--- config.mk ---
export PLATFORM = sky130hd
export DESIGN_NAME = sub8_lookahead_pipe
export DESIGN_NICKNAME = d
export VERILOG_FILES = /design/src/rtl/sub_pkg.sv /design/src/rtl/sub4_lookahead.sv /design/src/rtl/sub8_lookahead_pipe.sv
export SDC_FILE = /design/constraint.sdc
export NUM_CORES = 1
export LEC_CHECK = 0
export CORE_MARGIN = 2
export CORE_UTILIZATION = 54
export DETAILED_ROUTE_END_ITERATION = 7
export PLACE_DENSITY_LB_ADDON = 0.12
export SYNTH_ARGS = -nofsm -noshare
export SYNTH_HDL_FRONTEND = slang
export SYNTH_HIERARCHICAL = 1
export SYNTH_SLANG_ARGS = --single-unit
export TNS_END_PERCENT = 30
--- constraint.sdc ---
create_clock -name clk -period 3.9 [get_ports clk]
set_clock_uncertainty 0.05 [all_clocks]
set_input_delay 0.78 -clock clk [delete_from_list [all_inputs] [get_ports clk]]
set_output_delay 0.78 -clock clk [all_outputs]
set_load 0.01 [all_outputs]
--- src/rtl/sub_pkg.sv ---
// Shared widths and pipeline depth for the 8-bit borrow-lookahead subtractor.
package sub_pkg;
    localparam int DATA_W     = 8;
    localparam int NIB_W      = 4;
    localparam int PIPE_DEPTH = 2;
endpackage

--- src/rtl/sub4_lookahead.sv ---
// Combinational 4-bit subtractor built from gate primitives with a flat borrow-lookahead network.
module sub4_lookahead
    import sub_pkg::*;
#(
    parameter int PwrC = 0
) (
    input  logic [NIB_W-1:0] a,
    input  logic [NIB_W-1:0] b,
    input  logic             bi,
    output logic [NIB_W-1:0] d,
    output logic             bo
);
    logic [NIB_W-1:0] na_s;
    logic [NIB_W-1:0] g_s;
    logic [NIB_W-1:0] p_s;
    logic [NIB_W-1:0] bw_s;
    logic [NIB_W-1:0] bin_s;
    logic t0a_s, t1a_s, t1b_s, t2a_s, t2b_s, t2c_s;
    logic t3a_s, t3b_s, t3c_s, t3d_s;

    for (genvar k = 0; k < NIB_W; k++) begin : g_gp
        not u_na (na_s[k], a[k]);
        and u_g  (g_s[k], na_s[k], b[k]);
        or  u_p  (p_s[k], na_s[k], b[k]);
    end

    // Each borrow is expanded to a sum of products so no bit waits on its neighbour.
    and u_t0a (t0a_s, p_s[0], bi);
    or  u_b0  (bw_s[0], g_s[0], t0a_s);
    and u_t1a (t1a_s, p_s[1], g_s[0]);
    and u_t1b (t1b_s, p_s[1], p_s[0], bi);
    or  u_b1  (bw_s[1], g_s[1], t1a_s, t1b_s);
    and u_t2a (t2a_s, p_s[2], g_s[1]);
    and u_t2b (t2b_s, p_s[2], p_s[1], g_s[0]);
    and u_t2c (t2c_s, p_s[2], p_s[1], p_s[0], bi);
    or  u_b2  (bw_s[2], g_s[2], t2a_s, t2b_s, t2c_s);
    and u_t3a (t3a_s, p_s[3], g_s[2]);
    and u_t3b (t3b_s, p_s[3], p_s[2], g_s[1]);
    and u_t3c (t3c_s, p_s[3], p_s[2], p_s[1], g_s[0]);
    and u_t3d (t3d_s, p_s[3], p_s[2], p_s[1], p_s[0], bi);
    or  u_b3  (bw_s[3], g_s[3], t3a_s, t3b_s, t3c_s, t3d_s);

    assign bin_s = {bw_s[NIB_W-2:0], bi};

    for (genvar k = 0; k < NIB_W; k++) begin : g_diff
        xor u_d (d[k], a[k], b[k], bin_s[k]);
    end

    assign bo = bw_s[NIB_W-1];
endmodule

--- src/rtl/sub8_lookahead_pipe.sv ---
// Two-stage valid/ready 8-bit subtractor: low nibble in stage 1, high nibble in stage 2.
// Optional signed-overflow output enabled by defining SUB8_LOOKAHEAD_PIPE_OVF_EN.
module sub8_lookahead_pipe
    import sub_pkg::*;
#(
    parameter int PwrC = 0
) (
    input  logic              clk,
    input  logic              reset,
    input  logic [DATA_W-1:0] a,
    input  logic [DATA_W-1:0] b,
    input  logic              bi,
    input  logic              in_valid,
    output logic              in_ready,
    output logic [DATA_W-1:0] d,
    output logic              bo,
    output logic              out_valid,
    input  logic              out_ready
`ifdef SUB8_LOOKAHEAD_PIPE_OVF_EN
    ,
    output logic              ovf
`endif
);
    logic             s1_valid_r;
    logic [NIB_W-1:0] s1_dlo_r;
    logic             s1_blo_r;
    logic [NIB_W-1:0] s1_ahi_r;
    logic [NIB_W-1:0] s1_bhi_r;
    logic [NIB_W-1:0] dlo_s;
    logic             blo_s;
    logic [NIB_W-1:0] dhi_s;
    logic             bhi_s;
    logic             s2_adv_s;

    sub4_lookahead #(.PwrC(PwrC)) u_lo (
        .a  (a[NIB_W-1:0]),
        .b  (b[NIB_W-1:0]),
        .bi (bi),
        .d  (dlo_s),
        .bo (blo_s)
    );

    sub4_lookahead #(.PwrC(PwrC)) u_hi (
        .a  (s1_ahi_r),
        .b  (s1_bhi_r),
        .bi (s1_blo_r),
        .d  (dhi_s),
        .bo (bhi_s)
    );

    // Stage 1 may refill in the same cycle stage 2 hands its result downstream.
    assign s2_adv_s = !out_valid || out_ready;
    assign in_ready = !reset && (!s1_valid_r || s2_adv_s);

    // Stage 1: low-nibble result plus the high operands awaiting stage 2.
    always_ff @(posedge clk) begin
        if (reset) begin
            s1_valid_r <= 1'b0;
            s1_dlo_r   <= {NIB_W{1'b0}};
            s1_blo_r   <= 1'b0;
            s1_ahi_r   <= {NIB_W{1'b0}};
            s1_bhi_r   <= {NIB_W{1'b0}};
        end else if (in_ready) begin
            s1_valid_r <= in_valid;
            if (in_valid) begin
                s1_dlo_r <= dlo_s;
                s1_blo_r <= blo_s;
                s1_ahi_r <= a[DATA_W-1:NIB_W];
                s1_bhi_r <= b[DATA_W-1:NIB_W];
            end
        end
    end

    // Stage 2: registered outputs, held while downstream stalls.
    always_ff @(posedge clk) begin
        if (reset) begin
            out_valid <= 1'b0;
            d         <= {DATA_W{1'b0}};
            bo        <= 1'b0;
`ifdef SUB8_LOOKAHEAD_PIPE_OVF_EN
            ovf       <= 1'b0;
`endif
        end else if (s2_adv_s) begin
            out_valid <= s1_valid_r;
            if (s1_valid_r) begin
                d  <= {dhi_s, s1_dlo_r};
                bo <= bhi_s;
`ifdef SUB8_LOOKAHEAD_PIPE_OVF_EN
                ovf <= (s1_ahi_r[NIB_W-1] ^ s1_bhi_r[NIB_W-1]) & (dhi_s[NIB_W-1] ^ s1_ahi_r[NIB_W-1]);
`endif
            end
        end
    end
endmodule

## Yosys cells after proc, flatten, opt, wreduce, memory -nomap -nowiden

Cells that the tools add are included.

- Register bits after elaboration: 24
- Bits in latches: 0
- Bits in writable memories: 0
- Memory bits (read-only): 0
- Output and inout bits: 11
- Memories kept: 0

- $add $sub $neg: 0
- Multipliers: 0
- Divide/modulo/power cells: 0
- Order comparisons: 0
- Eq/ne operators: 0
- Shift-type cells: 0
- Mux-type cells: 0
- Bitwise operators: 34
- Reduce and logical (&&, ||, !) cells: 34

Operators with widths:

| operator | number |
|---|---|
| parity 3 bit | 8 |
| AND reduction 3 bit | 6 |
| bitwise AND 1 bit | 16 |
| AND reduction 4 bit | 4 |
| OR 1 bit | 10 |
| AND reduction 5 bit | 2 |
| OR reduction 5 bit | 2 |
| NOT 1 bit | 8 |
| OR reduction 4 bit | 2 |
| OR reduction 3 bit | 2 |
| AND reduction 2 bit | 2 |
| zero test 1 bit | 3 |
| logical OR 1 bit | 2 |
| logical AND 1 bit | 1 |

## Longest topological paths before layout

Gate-level depths: netlist of run 1.

- Word-level depth: 5
- Gate-level depth with buffers: 8
- Mapped depth without buffers: 8

## Modules after synthesis

Netlist of run 1, hierarchy kept.

Modules (own cells, without submodules):

| module | times used | cells an instance | area an instance (um^2) | seq. area each (um^2) |
|---|---|---|---|---|
| sub8_lookahead_pipe | 1 | 92 | 992.2 | 480.5 |
| sub4_lookahead | 2 | 32 | 244.0 | 0.0 |

## Least setup slack after synthesis of run 1

Ideal clock, no wire load.

- Kind: input to output
- Start: input port out_ready
- End: output port in_ready
- Arrival: 1.309 ns
- Required time: 3.070 ns
- Path slack: 1.761 ns
- Cell stages on the path: 3
- Path through: and2b_1 > clkbuf_2 > a21oi_1

- Longest elaborated chain between the ends: 3

Ends and longest elaborated chain:

| what | line | source |
|---|---|---|
| start, declared | sub8_lookahead_pipe.sv:18 | `input logic out_ready` |
| logical OR 1 bit | sub8_lookahead_pipe.sv:52 | `assign s2_adv_s = !out_valid \|\| out_ready;` |
| logical OR 1 bit | sub8_lookahead_pipe.sv:53 | `assign in_ready = !reset && (!s1_valid_r \|\| s2_adv_s);` |
| logical AND 1 bit | sub8_lookahead_pipe.sv:53 |  |
| end, declared | sub8_lookahead_pipe.sv:14 | `output logic in_ready,` |

No other way between the ends.

## Final worst setup path of run 1

Same ends and word-level chain as after synthesis.

==> flow_summary_export.csv, run 1 <==
group,metric,value,unit
outcome,status,"complete, no violations",
synthesis,synth_most_common_cell,"inv_1",
pwr,switching_power,0.155,mW
finish,area.growth.synth_to_final,25.3,%
timing,tightest_slew,0.456,ns
clock_tree,postCtsResizedCells,0,
timing,whs,0.434,ns
timing,fmax,323,MHz
timing,min_period_over_period,0.795,
global_routing,overflow,0,
worst_setup_path,worstSetupPathType,"in2out",
die,io_pins,32,
job,cap_violations,0,
synthesis,synth.top_cell.area_share,0.325,
drt,dr.first_iter.drc_count,30,
min_path,whs_path_depth,2,
finish,drive_gt1_frac,0.108,
timing,finalSetupViolations,0,
pwr,pwr-share-clk,0.293,
placement,place_congestion,0.830,
global_routing,grt_pass1_vias,1111,
die,die_h,56.4,um
clock_tree,htree_levels,1,
drt,drc,0,
clock_tree,clock_latency,0.31,ns
synthesis,ys_seq_area_frac,0.325,
drt,routed_via_density,5.18,
placement,port_buffers,31,
pwr,power_density,331,nW/um2
synthesis,synth_area_leader_cell,"dfxtp_1",
die,die_width,56.4,um
finish,multiInputGateArea,868,um2
timing,setup_slack,0.800,ns
timing,fin_crit,3.10,ns
die,initial_core_util,0.582,
finish,regArea,480,um2
global_routing,grt.total_usage,0.189,
synthesis,syn-cell-area,1480,um2
synthesis,ys_ff_latch,24,
synthesis,syn_avg_cell_area,9.49,um2
pwr,p_leak,0.847,nW
worst_setup_path,cp-start-kind,"primary input",
synthesis,synthTopCellsByArea,"dfxtp_1 (32%), ha_1 (15%), mux2_4 (10%)",
die,die-area,3180,um2
finish,fill_cells,201,
global_routing,grt_start_max_net_pins,26,
timing,maxSlewHeadroom,0.696,
worst_setup_path,r2r_cells,3,
clock_tree,cts_buffers,3,
drt,drt_pass1_iterations,5,
pwr,finalPower,0.614,mW
synthesis,synth_top_flop_cell,"dfxtp_1",
timing,rsz0062_at_grt,"false",
clock_tree,cts_root_buf,"clkbuf_4",
timing,hold_viol,0,
worst_setup_path,worstSetupEndpointType,"primary output",
die,rows,18,
drt,wl_per_cell,13.2,um
finish,diodes,0,
worst_setup_path,required,3.07,ns
clock_tree,cts_tree,"yes",
pwr,p_comb_frac,0.249,
clock_tree,cts_setup_buffers,0,
clock_tree,clkSinkCount,24,
drt,ant_nets,0,
min_path,holdCritPathClass,"reg2reg",
synthesis,ys_types,23,
global_routing,antenna_found_initial,0,
pwr,p_int,0.459,mW
global_routing,grt_pass1_wl,4770,um
clock_tree,holdBufCountCts,0,
synthesis,yosysWarnings,6,
placement,preCtsSetupSlack,0.797,ns
drt,via_count,1119,
synthesis,synth_common_cells,"inv_1 (26), dfxtp_1 (24), ha_1 (18)",
finish,nets,228,
die,design.core.area,2540,um2
clock_tree,clk_pin_slew,0.13,ns
worst_setup_path,cp_max_fo,10,
pwr,ir_worst_vdd,0.263,mV
timing,tns,0,ns
finish,utilization,0.729,
synthesis,synth_nets,197,
pwr,power_switching_share,0.253,
drt,drt_wl_total,2850,um
timing,slew_violations,0,
placement,hpwl,2140,um
synthesis,synth_edf_count,0,
worst_setup_path,arrival,2.27,ns
pwr,pwr-share-seq,0.457,
clock_tree,clk_path_buf_depth,2,
synthesis,synthArstFlopShare,0,
synthesis,synthCells,156,
## registers in the layout (all words and copies together), names as in the netlist
| register | count |
|---|---|
| s1_bhi_r | 4 |
| s1_ahi_r | 4 |
| d | 8 |
| s1_valid_r | 1 |
| s1_dlo_r | 4 |
| s1_blo_r | 1 |
| out_valid | 1 |
| bo | 1 |
## per-stage QoR
stage	cells	area (um2)
2_1_floorplan	156	1480
3_3_place_gp	212	1800
3_5_place_dp	212	1800
4_1_cts	216	1850
5_1_grt	216	1850
6_report	216	1850
## power by group through the flow
stage | combinational (mW) | clock [mW] | sequential, mW
2_1_floorplan | 0.0962 | 0 | 0.285
3_3_place_gp | 0.144 | 0 | 0.285
3_5_place_dp | 0.151 | 0 | 0.287
4_1_cts | 0.154 | 0.185 | 0.281
5_1_grt | 0.168 | 0.196 | 0.284
6_report | 0.153 | 0.180 | 0.281
## cell type report
| cell class | count | share of cell area |
|---|---|---|
| multi-input cells | 100 | 0.468 |
| flip-flops and latches | 24 | 0.259 |
| repair buffers | 32 | 0.171 |
| inverters | 26 | 0.0526 |
| well taps | 30 | 0.0202 |
| clock inverters | 1 | 0.0162 |
| clock buffers | 3 | 0.0121 |
## kinds of logic after synthesis
group / synth area share
AOI/OAI and AO/OA: 0.120
xor gates and xnor gates: 0.0355
adders and majority gates: 0.179
buffers and inverters: 0.0888
DFF: 0.325
muxes: 0.124
and+or+nand+nor: 0.128
## cells in the final DEF (no fill, tap or decap)
| master | n |
|---|---|
| clkdlybuf4s50_1 | 31 |
| inv_1 | 26 |
| dfxtp_1 | 24 |
| ha_1 | 18 |
| a21oi_1 | 16 |
| nor2b_1 | 12 |
| mux2_4 | 10 |
| nand3_1 | 9 |
| o21ai_0 | 9 |
| xnor2_1 | 6 |
| mux2_2 | 3 |
| clkbuf_4 | 3 |
| and2b_1 | 2 |
| nand3b_4 | 2 |
| o21bai_1 | 2 |
| nor2_1 | 2 |
| a31oi_1 | 2 |
| o21ai_1 | 2 |
| a21o_1 | 2 |
| fa_1 | 2 |
| nand2b_1 | 1 |
| bufinv_16 | 1 |
| buf_4 | 1 |
## metal layers
layer	wire, um	vias up	global-route usage
met5	0	-	0
met4	21	0	0.0646
met3	122	4	0.0392
met2	1480	30	0.355
met1	1230	521	0.208
li1	-	564	-
## critical path, stage by stage
cell             delay, ns
clkdlybuf4s50_1       0.50
and2b_1               0.27
a21oi_1               0.17
clkdlybuf4s50_1       0.54
## path summary, 6_finish.rpt
kind / from / endpoint / slack (ns)
worst max-delay path: out_ready / in_ready / 0.80
worst min register to register: s1_dlo_r[2]$_SDFFE_PP0P_ / d[2]$_SDFFE_PP0P_ / 0.43
worst min-delay path: s1_dlo_r[2]$_SDFFE_PP0P_ / d[2]$_SDFFE_PP0P_ / 0.43
worst max register to register: s1_valid_r$_SDFFE_PP0P_ / s1_bhi_r[1]$_SDFFE_PP0P_ / 2.36
Note: power is estimated with default switching activity, not from simulation.
==> run 2: changes to the inputs <==
- CORE_UTILIZATION: 54 -> 50
- clock period: 3.9 -> 2.9 ns (I/O delays scaled with it)
==> flow_summary_export.csv, run 2 (synthesized netlist as in run 1, its figures left out) <==
group,metric,value,unit
outcome,status,"complete, no violations",
clock_tree,holdBufCountCts,0,
global_routing,overflow,0,
die,design.core.area,2780,um2
die,die-area,3410,um2
pwr,switching_power,0.198,mW
finish,diodes,0,
drt,ant_nets,0,
die,io_pins,32,
timing,slew_violations,0,
finish,area.growth.synth_to_final,24.3,%
timing,setup_slack,0.211,ns
drt,drt_wl_total,2520,um
worst_setup_path,crit_buf_inv,2,
global_routing,grt_pass1_wl,4410,um
min_path,holdCritPathClass,"reg2reg",
pwr,p_comb_frac,0.267,
drt,via_count,1106,
clock_tree,clock_latency,0.31,ns
die,rows,19,
placement,preCtsSetupSlack,0.205,ns
pwr,p_leak,0.840,nW
timing,finalSetupViolations,0,
worst_setup_path,r2r_slack,1.35,ns
worst_setup_path,cp_max_fo,10,
timing,fin_crit,2.69,ns
timing,maxSlewHeadroom,0.690,
placement,port_buffers,31,
finish,layout_common_cells,"clkdlybuf4s50_1 (31), inv_1 (26), dfxtp_1 (24), ha_1 (18), a21oi_1 (16)",
die,die_width,58.4,um
finish,final_area,1840,um2
worst_setup_path,worstSetupEndpointType,"primary output",
global_routing,grt.total_usage,0.164,
pwr,pwr-share-seq,0.502,
worst_setup_path,arrival,2.06,ns
worst_setup_path,required,2.27,ns
job,cap_violations,0,
worst_setup_path,crit_chain,"clkdlybuf4s50_1 > and2b_1 > a21oi_1 > clkdlybuf4s50_1",
finish,largest_reg_flops,8,
clock_tree,clk_pin_slew,0.13,ns
worst_setup_path,r2r-start,"s1_valid_r$_SDFFE_PP0P_",
drt,drc,0,
min_path,whs_path_depth,2,
global_routing,grt_start_max_net_pins,26,
timing,fmax,372,MHz
pwr,finalPower,0.751,mW
timing,tightest_slew,0.465,ns
worst_setup_path,cpMostUsedCell,"clkdlybuf4s50_1",
drt,drt_pass1_iterations,4,
pwr,pwr-share-clk,0.230,
pwr,power_density,408,nW/um2
pwr,ir_worst_vdd,0.381,mV
drt,routed_via_density,5.10,
worst_setup_path,crit_family,"buffers and inverters",
worst_setup_path,regToRegEndpoint,"s1_bhi_r[1]$_SDFFE_PP0P_",
worst_setup_path,slowest_stage,"clkdlybuf4s50_1",
clock_tree,clk_path_buf_depth,2,
clock_tree,clkSinkCount,24,
drt,wl_per_cell,11.6,um
clock_tree,cts_tree,"yes",
global_routing,grt_pass1_vias,1042,
clock_tree,htree_levels,1,
worst_setup_path,cp-start-kind,"primary input",
clock_tree,postCtsResizedCells,0,
clock_tree,cts_root_buf,"clkbuf_4",
timing,hold_viol,0,
finish,final_common_cell,"clkdlybuf4s50_1",
pwr,power_switching_share,0.264,
min_path,whs_endpoint,"d[0]$_SDFFE_PP0P_",
placement,place_congestion,0.780,
die,die_h,58.4,um
finish,top_register,"d",
min_path,hold_path.startpoint,"d[0]$_SDFFE_PP0P_",
placement,placed_cell_area,1800,um2
timing,min_period_over_period,0.927,
clock_tree,cts_setup_buffers,0,
drt,dr.first_iter.drc_count,16,
finish,drive_gt1_frac,0.108,
worst_setup_path,worstSetupPathType,"in2out",
die,initial_core_util,0.532,
timing,tns,0,ns
timing,rsz0062_at_grt,"false",
pwr,p_int,0.553,mW
finish,nets,228,
worst_setup_path,r2r_cells,3,
clock_tree,cts_buffers,3,
placement,hpwl,2040,um
worst_setup_path,max_stage_delay,0.55,ns
global_routing,antenna_found_initial,0,
-- run 2: changes by cell type in the layout (fill, tap and decap cells not counted), sizes merged --
cell / before / now
clkbuf: 3 / 4
bufinv: 1 / 0
-- run 2: layout make-up --
type / instances / area [um2]
inverters: 26 / 97.6
well taps: 31 / 38.8
clock buffers: 4 / 36.3
multi-input cells: 100 / 868
fillers: 234 / 942
repair buffers: 32 / 318
flip-flops and latches: 24 / 480
-- run 2: worst max path at each step --
stage	from	to	slack, ns	cells after the start
after floorplan	out_ready	in_ready	1.16	3
after global placement	out_ready	in_ready	0.24	4
after detailed placement	out_ready	in_ready	0.21	4
after CTS	out_ready	in_ready	0.21	4
after global routing	out_ready	in_ready	0.11	4
final	out_ready	in_ready	0.21	4
-- run 2: worst reg2reg max path, delay by kind of cell (launching register included) --
family / cells / cell delay, ns
simple gates: 2 / 0.39
flops: 1 / 0.63
mux: 1 / 0.38
-- run 2: power groups by stage --
stage | Clock, mW | Sequential [mW] | Combinational, mW
5_1_grt | 0.191 | 0.382 | 0.224
2_1_floorplan | 0 | 0.383 | 0.129
6_report | 0.173 | 0.378 | 0.201
3_5_place_dp | 0 | 0.385 | 0.202
3_3_place_gp | 0 | 0.384 | 0.193
4_1_cts | 0.179 | 0.378 | 0.204
-- run 2: through the flow --
step	hold slack, ns	instances	util
floorplan	0.406	156	-
global placement	0.421	213	0.648
detailed placement	0.419	213	0.648
CTS	0.438	217	0.661
global route	0.467	217	0.661
finish	0.438	217	0.661
-- run 2: routing by layer --
metal / part of all wire / track usage / vias up / wire length (um)
met5: 0 / 0 / - / 0
met4: 0.0048 / 0.0498 / 0 / 12
met3: 0.058 / 0.0308 / 2 / 145
met2: 0.48 / 0.294 / 27 / 1220
met1: 0.45 / 0.199 / 510 / 1140
li1: - / - / 567 / -
